## src/rtl/fetch_pkg.sv

```systemverilog
// fetch_pkg: shared types and constants for the dual-fetch front end.
// Contents: fetch_entry_t (pc + instruction pair stored per queue slot),
//           RESET_PC_DEFAULT (default boot address), NOP_INSTR (canonical addi x0,x0,0).
package fetch_pkg;
    typedef struct packed {
        logic [31:0] pc;
        logic [31:0] instr;
    } fetch_entry_t;
    localparam logic [31:0] RESET_PC_DEFAULT = 32'h8000_0000;
    localparam logic [31:0] NOP_INSTR = 32'h0000_0013;
endpackage

```

## src/rtl/fetch_if.sv

```systemverilog
// fetch_if: bundles the instruction-memory bus, redirect input and decode-side outputs.
// Signals: imem_addr/imem_rd1/imem_rd2 (combinational imem read of two words),
//          redirect_valid/redirect_pc (flush and restart), dec_take (decode consumption),
//          inst0_*/inst1_* (two in-order instructions presented to decode).
// Modports: master = fetch unit side, slave = memory/decode environment side.
interface fetch_if;
    logic [31:0] imem_addr;
    logic [31:0] imem_rd1;
    logic [31:0] imem_rd2;
    logic        redirect_valid;
    logic [31:0] redirect_pc;
    logic [1:0]  dec_take;
    logic        inst0_valid;
    logic [31:0] inst0;
    logic [31:0] inst0_pc;
    logic        inst1_valid;
    logic [31:0] inst1;
    logic [31:0] inst1_pc;
    modport master (
        output imem_addr, inst0_valid, inst0, inst0_pc, inst1_valid, inst1, inst1_pc,
        input  imem_rd1, imem_rd2, redirect_valid, redirect_pc, dec_take
    );
    modport slave (
        input  imem_addr, inst0_valid, inst0, inst0_pc, inst1_valid, inst1, inst1_pc,
        output imem_rd1, imem_rd2, redirect_valid, redirect_pc, dec_take
    );
endinterface

```

## src/rtl/fetch_queue.sv

```systemverilog
// fetch_queue: circular buffer with two write ports and two read ports of fetch_entry_t.
// Ports: clk, rst_n (async active-low), push (write wdata0/wdata1 at tail/tail+1),
//        take (requested pops, 3 acts as 2), flush (empty the queue),
//        count (occupancy), rdata0/rdata1 (entries at head/head+1, unmasked).
module fetch_queue
    import fetch_pkg::*;
#(
    parameter int FQ_DEPTH = 8,
    localparam int PW = $clog2(FQ_DEPTH),
    localparam int CW = PW + 1
) (
    input  logic         clk,
    input  logic         rst_n,
    input  logic         push,
    input  fetch_entry_t wdata0,
    input  fetch_entry_t wdata1,
    input  logic [1:0]   take,
    input  logic         flush,
    output logic [CW-1:0] count,
    output fetch_entry_t rdata0,
    output fetch_entry_t rdata1
);
    fetch_entry_t mem [FQ_DEPTH];
    logic [PW-1:0] head, tail;
    logic [CW-1:0] take_c, eff;
    // Pops are clamped to occupancy so the queue can never underflow.
    always_comb begin
        take_c = take[1] ? CW'(2) : CW'(take);
        eff = (count < take_c) ? count : take_c;
    end
    always_ff @(posedge clk or negedge rst_n) begin
        if (!rst_n) begin
            head  <= '0;
            tail  <= '0;
            count <= '0;
        end else if (flush) begin
            head  <= '0;
            tail  <= '0;
            count <= '0;
        end else begin
            head  <= head + eff[PW-1:0];
            tail  <= push ? tail + PW'(2) : tail;
            count <= count + (push ? CW'(2) : CW'(0)) - eff;
        end
    end
    // Storage is deliberately not reset; valid gating downstream hides stale data.
    always_ff @(posedge clk) begin
        if (push) begin
            mem[tail]          <= wdata0;
            mem[tail + PW'(1)] <= wdata1;
        end
    end
    assign rdata0 = mem[head];
    assign rdata1 = mem[head + PW'(1)];
endmodule

```

## src/rtl/fetch_unit.sv

```systemverilog
// fetch_unit: dual-fetch front end owning the PC, feeding a fetch queue, presenting two instructions.
// Ports: clk, rst_n (async active-low), bus (fetch_if.master: imem bus, redirect, decode side).
// Parameters: RESET_PC (boot address, 8-byte aligned), FQ_DEPTH (queue entries, power of two >= 4).
module fetch_unit
    import fetch_pkg::*;
#(
    parameter logic [31:0] RESET_PC = RESET_PC_DEFAULT,
    parameter int FQ_DEPTH = 8,
    localparam int CW = $clog2(FQ_DEPTH) + 1
) (
    input logic    clk,
    input logic    rst_n,
    fetch_if.master bus
);
    logic [31:0]  pc;
    logic [CW-1:0] count;
    logic         push;
    logic [1:0]   take;
    fetch_entry_t wdata0, wdata1, rdata0, rdata1;
    // Free space uses start-of-cycle occupancy; a redirect suppresses both push and pop.
    always_comb begin
        push   = !bus.redirect_valid && (count <= CW'(FQ_DEPTH - 2));
        take   = bus.redirect_valid ? 2'd0 : bus.dec_take;
        wdata0 = '{pc: pc, instr: bus.imem_rd1};
        wdata1 = '{pc: pc + 32'd4, instr: bus.imem_rd2};
    end
    always_ff @(posedge clk or negedge rst_n) begin
        if (!rst_n)
            pc <= RESET_PC;
        else if (bus.redirect_valid)
            pc <= bus.redirect_pc & ~32'h3;
        else if (push)
            pc <= pc + 32'd8;
    end
    fetch_queue #(.FQ_DEPTH(FQ_DEPTH)) u_queue (
        .clk    (clk),
        .rst_n  (rst_n),
        .push   (push),
        .wdata0 (wdata0),
        .wdata1 (wdata1),
        .take   (take),
        .flush  (bus.redirect_valid),
        .count  (count),
        .rdata0 (rdata0),
        .rdata1 (rdata1)
    );
    always_comb begin
        bus.imem_addr   = pc;
        bus.inst0_valid = count != '0;
        bus.inst1_valid = count >= CW'(2);
        bus.inst0       = bus.inst0_valid ? rdata0.instr : '0;
        bus.inst0_pc    = bus.inst0_valid ? rdata0.pc : '0;
        bus.inst1       = bus.inst1_valid ? rdata1.instr : '0;
        bus.inst1_pc    = bus.inst1_valid ? rdata1.pc : '0;
    end
endmodule

```

## src/flat_wrapper.sv

```systemverilog
// flat-port wrapper written by rule: the top's interface ports become plain ports
module fetch_unit_flat import fetch_pkg::*;
#(
    parameter logic [31:0] RESET_PC = RESET_PC_DEFAULT,
    parameter int FQ_DEPTH = 8,
    localparam int CW = $clog2(FQ_DEPTH) + 1
)
  (clk, rst_n, bus_imem_addr, bus_inst0_valid, bus_inst0, bus_inst0_pc, bus_inst1_valid, bus_inst1, bus_inst1_pc, bus_imem_rd1, bus_imem_rd2, bus_redirect_valid, bus_redirect_pc, bus_dec_take);
  fetch_if bus_i ();
  input logic clk;
  input logic rst_n;
  output wire logic [$bits(bus_i.imem_addr)-1:0] bus_imem_addr;
  output wire logic [$bits(bus_i.inst0_valid)-1:0] bus_inst0_valid;
  output wire logic [$bits(bus_i.inst0)-1:0] bus_inst0;
  output wire logic [$bits(bus_i.inst0_pc)-1:0] bus_inst0_pc;
  output wire logic [$bits(bus_i.inst1_valid)-1:0] bus_inst1_valid;
  output wire logic [$bits(bus_i.inst1)-1:0] bus_inst1;
  output wire logic [$bits(bus_i.inst1_pc)-1:0] bus_inst1_pc;
  input wire logic [$bits(bus_i.imem_rd1)-1:0] bus_imem_rd1;
  input wire logic [$bits(bus_i.imem_rd2)-1:0] bus_imem_rd2;
  input wire logic [$bits(bus_i.redirect_valid)-1:0] bus_redirect_valid;
  input wire logic [$bits(bus_i.redirect_pc)-1:0] bus_redirect_pc;
  input wire logic [$bits(bus_i.dec_take)-1:0] bus_dec_take;
  assign bus_imem_addr = bus_i.imem_addr;
  assign bus_inst0_valid = bus_i.inst0_valid;
  assign bus_inst0 = bus_i.inst0;
  assign bus_inst0_pc = bus_i.inst0_pc;
  assign bus_inst1_valid = bus_i.inst1_valid;
  assign bus_inst1 = bus_i.inst1;
  assign bus_inst1_pc = bus_i.inst1_pc;
  assign bus_i.imem_rd1 = bus_imem_rd1;
  assign bus_i.imem_rd2 = bus_imem_rd2;
  assign bus_i.redirect_valid = bus_redirect_valid;
  assign bus_i.redirect_pc = bus_redirect_pc;
  assign bus_i.dec_take = bus_dec_take;
  fetch_unit #(.RESET_PC(RESET_PC), .FQ_DEPTH(FQ_DEPTH)) u_core (.clk(clk), .rst_n(rst_n), .bus(bus_i));
endmodule
```

## config.mk

```make
export PLATFORM = sky130hd
export DESIGN_NAME = fetch_unit_flat
export DESIGN_NICKNAME = d
export VERILOG_FILES = /design/src/rtl/fetch_pkg.sv /design/src/rtl/fetch_if.sv /design/src/rtl/fetch_queue.sv /design/src/rtl/fetch_unit.sv /design/src/flat_wrapper.sv
export SDC_FILE = /design/constraint.sdc
export NUM_CORES = 1
export LEC_CHECK = 0
export CORE_MARGIN = 2
export CORE_UTILIZATION = 50
export DETAILED_ROUTE_END_ITERATION = 6
export PLACE_DENSITY = 0.72
export SLEW_MARGIN = 20
export SYNTH_ARGS = -nofsm -noshare
export SYNTH_HDL_FRONTEND = slang
export SYNTH_SLANG_ARGS = --single-unit
```

## constraint.sdc

```tcl
create_clock -name clk -period 3.8 [get_ports clk]
set_input_delay 0.76 -clock clk [delete_from_list [all_inputs] [get_ports clk]]
set_output_delay 0.76 -clock clk [all_outputs]
set_load 0.05 [all_outputs]
```

==> results.cfg <==
[status]
outcome = finished clean

[layout]
nets = 2519
regArea_sq_um = 15900
most-common-layout-cells = nand2_1 (600), edfxtp_1 (496), mux4_2 (248)
final_common_cell = nand2_1
drive_gt1_share_pct = 23.0
fillers = 4463
area_growth_pct = 17.2
multi_input_area_sq_um = 12100
postLayoutCoreUtil_pct = 59.1

[detailed_routing]
firstDrtPassIters = 5
ant_nets = 0
wl_per_cell_um = 25.1
vias = 19800
drc_errors = 0
vias_per_cell = 6.17
drt_iter0_markers = 1912
routed_wl_mm = 80.6

[power_and_ir_drop]
ir_drop_mv = 0.728
cellPowerDensity_nw_per_um2 = 826
power.internal_w = 0.0160
clkPwrFrac_pct = 18.8
leakagePower_nw = 11.7
switching_power_w = 0.0121
pwr-share-comb_pct = 51.3
finalPower_w = 0.0281
power_frac_seq_pct = 29.8
p_sw_share_pct = 43.1

[global_routing]
grt_pass1_wl_mm = 121
grt_max_degree = 126
grt_antenna_before_repair = 5
grt_usage_pct = 26.9
first_global_vias = 20100
overflow = 0

[placed_design]
place_hpwl_mm = 49.1
place_ws_ps = 67.9
place.gp.congestion = 0.856
io_buffers = 254

[critical_path]
worst_setup_path_end_kind = output port
cpMaxStageDelayCell = dfrtp_4
cp-startpoint = u_core.u_queue.head[0]
crit-reg2reg-launch = u_core.u_queue.count[0]
critPathRequiredTime_ps = 3040
crit_type = reg -> out
cp-start-kind = register
crit_fanout = 48
max_stage_delay_ps = 580
critPathBufInv = 2
arrival_ps = 2990
path_delay_family = flip-flops
path_cells = ha_4, buf_16, mux4_2, nand2_1, a21oi_1, buf_4

[cts]
clkLatencyLatePin_ps = 620
htreeDepth = 2
numClockSinks = 535
tritoncts = built
path_clk_slew_ps = 70
cts_buffer_depth = 3
cts-root-buf = clkbuf_16
post-cts-setup-buffer-count = 0
numCtsBuffers = 56

[synth]
syn_inst = 2260
ys_seq_area_share_pct = 54.6
syn_avg_cell_area_sq_um = 12.9
synth_flop_cell = edfxtp_1
synth_area_sq_um = 29100
synth.distinct_cells = 56
synth.area.top_cells = edfxtp_1 (51%), mux4_2 (19%), nand2_1 (7.8%)
synth_edf_count = 496
ys_warn_count = 0
yosysTopAreaCellShare_pct = 51.3
synth_top_cell_by_area = edfxtp_1
synth_async_sr_flop_share_pct = 7.29
synth_seq_cells = 535

[sta]
hold_violations = 0
rsz0062_at_grt = yes
slew_headroom_pct = 39.1
worst_pin_slew_ps = 914
fmax_mhz = 267
finalSetupViolCount = 0
fin_crit_ps = 3750
fin_ws_ps = 54.5
slew_viol_final = 0
holdWs_ps = 279
finalCritPeriodShare_pct = 98.6
tns_ps = 0
skew_ps = 22.1

[min_path]
hold_class = in -> async

[floorplan]
die_area_sq_um = 60000
coreArea_sq_um = 57600
initial_core_util_pct = 50.5
die_y_um = 245
fp-row-count = 88
die_x_um = 245
io-pin-count = 263

[flow_run]
drv_cap = 0
-- cell families (layout without fill, tap and decap cells) --
group / Yosys count / after routing / synth area share (%)
AO/OA/AOI/OAI: 117 / 117 / 2.36
other: 1 / 10 / 0.0129
buffers and inverters: 272 / 449 / 3.97
adder cells (fa/ha/maj): 16 / 16 / 0.767
flip-flops: 535 / 535 / 54.6
XOR/XNOR: 128 / 128 / 3.86
multiplexers: 312 / 312 / 21.4
AND/OR/NAND/NOR: 879 / 879 / 13.0
-- per-stage QoR --
step,cells,cell area (sq um)
2_1_floorplan,2265,29100
3_3_place_gp,3109,32300
3_5_place_dp,3109,32300
4_1_cts,3207,34000
5_1_grt,3211,34100
6_report,3211,34100
-- synth_stat cells (3+ instances only) --
library cell / instances
nand3_1: 40
xnor2_1: 100
a31oi_1: 15
nand4_2: 3
or3_1: 3
ha_1: 13
fa_1: 3
nor4_2: 4
buf_2: 57
mux2i_1: 63
buf_1: 17
a21oi_1: 64
and3_1: 3
buf_4: 12
o21ai_0: 11
nor2b_1: 7
clkbuf_1: 158
xor2_1: 28
nand2b_1: 6
nor3_2: 3
and2_1: 4
o31a_1: 4
nand4_1: 37
nor3_1: 20
nor2_1: 110
dfrtp_1: 38
inv_1: 22
mux4_2: 248
edfxtp_1: 496
or4_1: 12
nor4_1: 12
and4_1: 6
o31ai_1: 10
inv_2: 3
nand2_1: 600
-- state kept, by name (all words and copies together), names as in the netlist --
signal / flops
u_core.u_queue.mem: 496
u_core.bus.imem_addr: 30
u_core.u_queue.count: 4
u_core.u_queue.head: 3
u_core.u_queue.tail: 2
-- per-layer routing --
| metal | GRT usage, % | wire (um) | vias to the layer above | share of wire (%) |
|---|---|---|---|---|
| met5 | 0 | 10 | - | 0.012 |
| met2 | 45.6 | 40600 | 1027 | 50 |
| li1 | - | - | 8594 | - |
| met1 | 35.8 | 31100 | 10100 | 39 |
| met3 | 4.25 | 6840 | 134 | 8.5 |
| met4 | 8.12 | 2040 | 2 | 2.5 |
-- worst paths after layout --
kind	to	slack [ps]	depth (start not counted)
min	u_core.bus.imem_addr[28]	280	1
min in group clk	u_core.u_queue.tail[2]	580	2
max in group asynchronous	u_core.u_queue.head[0]	2840	1
max reg2reg	u_core.u_queue.count[3]	680	11
max	bus_inst1[17]	50	6
min reg2reg	u_core.u_queue.tail[2]	580	2
-- cell type report --
cell class,instances,area share (%)
sequential,535,46.6
inverter,26,0.331
clock buffer,68,4.31
tap,765,2.81
clock inverter,30,0.790
timing repair buffer,325,9.54
multi-input combinational,1458,35.6
antenna,4,0.0294
-- power by group through the flow --
stage	Combinational (W)	Sequential, W	Clock (W)
6_report	0.0144	0.00839	0.00530
5_1_grt	0.0152	0.00848	0.00560
4_1_cts	0.0145	0.00837	0.00537
3_5_place_dp	0.0145	0.00849	0
3_3_place_gp	0.0144	0.00838	0
2_1_floorplan	0.00970	0.00834	0
-- repair_timing --
| action | in CTS | in global routing |
|---|---|---|
| resized for setup | 0 | 1 |
| hold buffers | 0 | 0 |
| setup endpoints to repair | 0 | 16 |
Power figures use the tool's default switching activity.
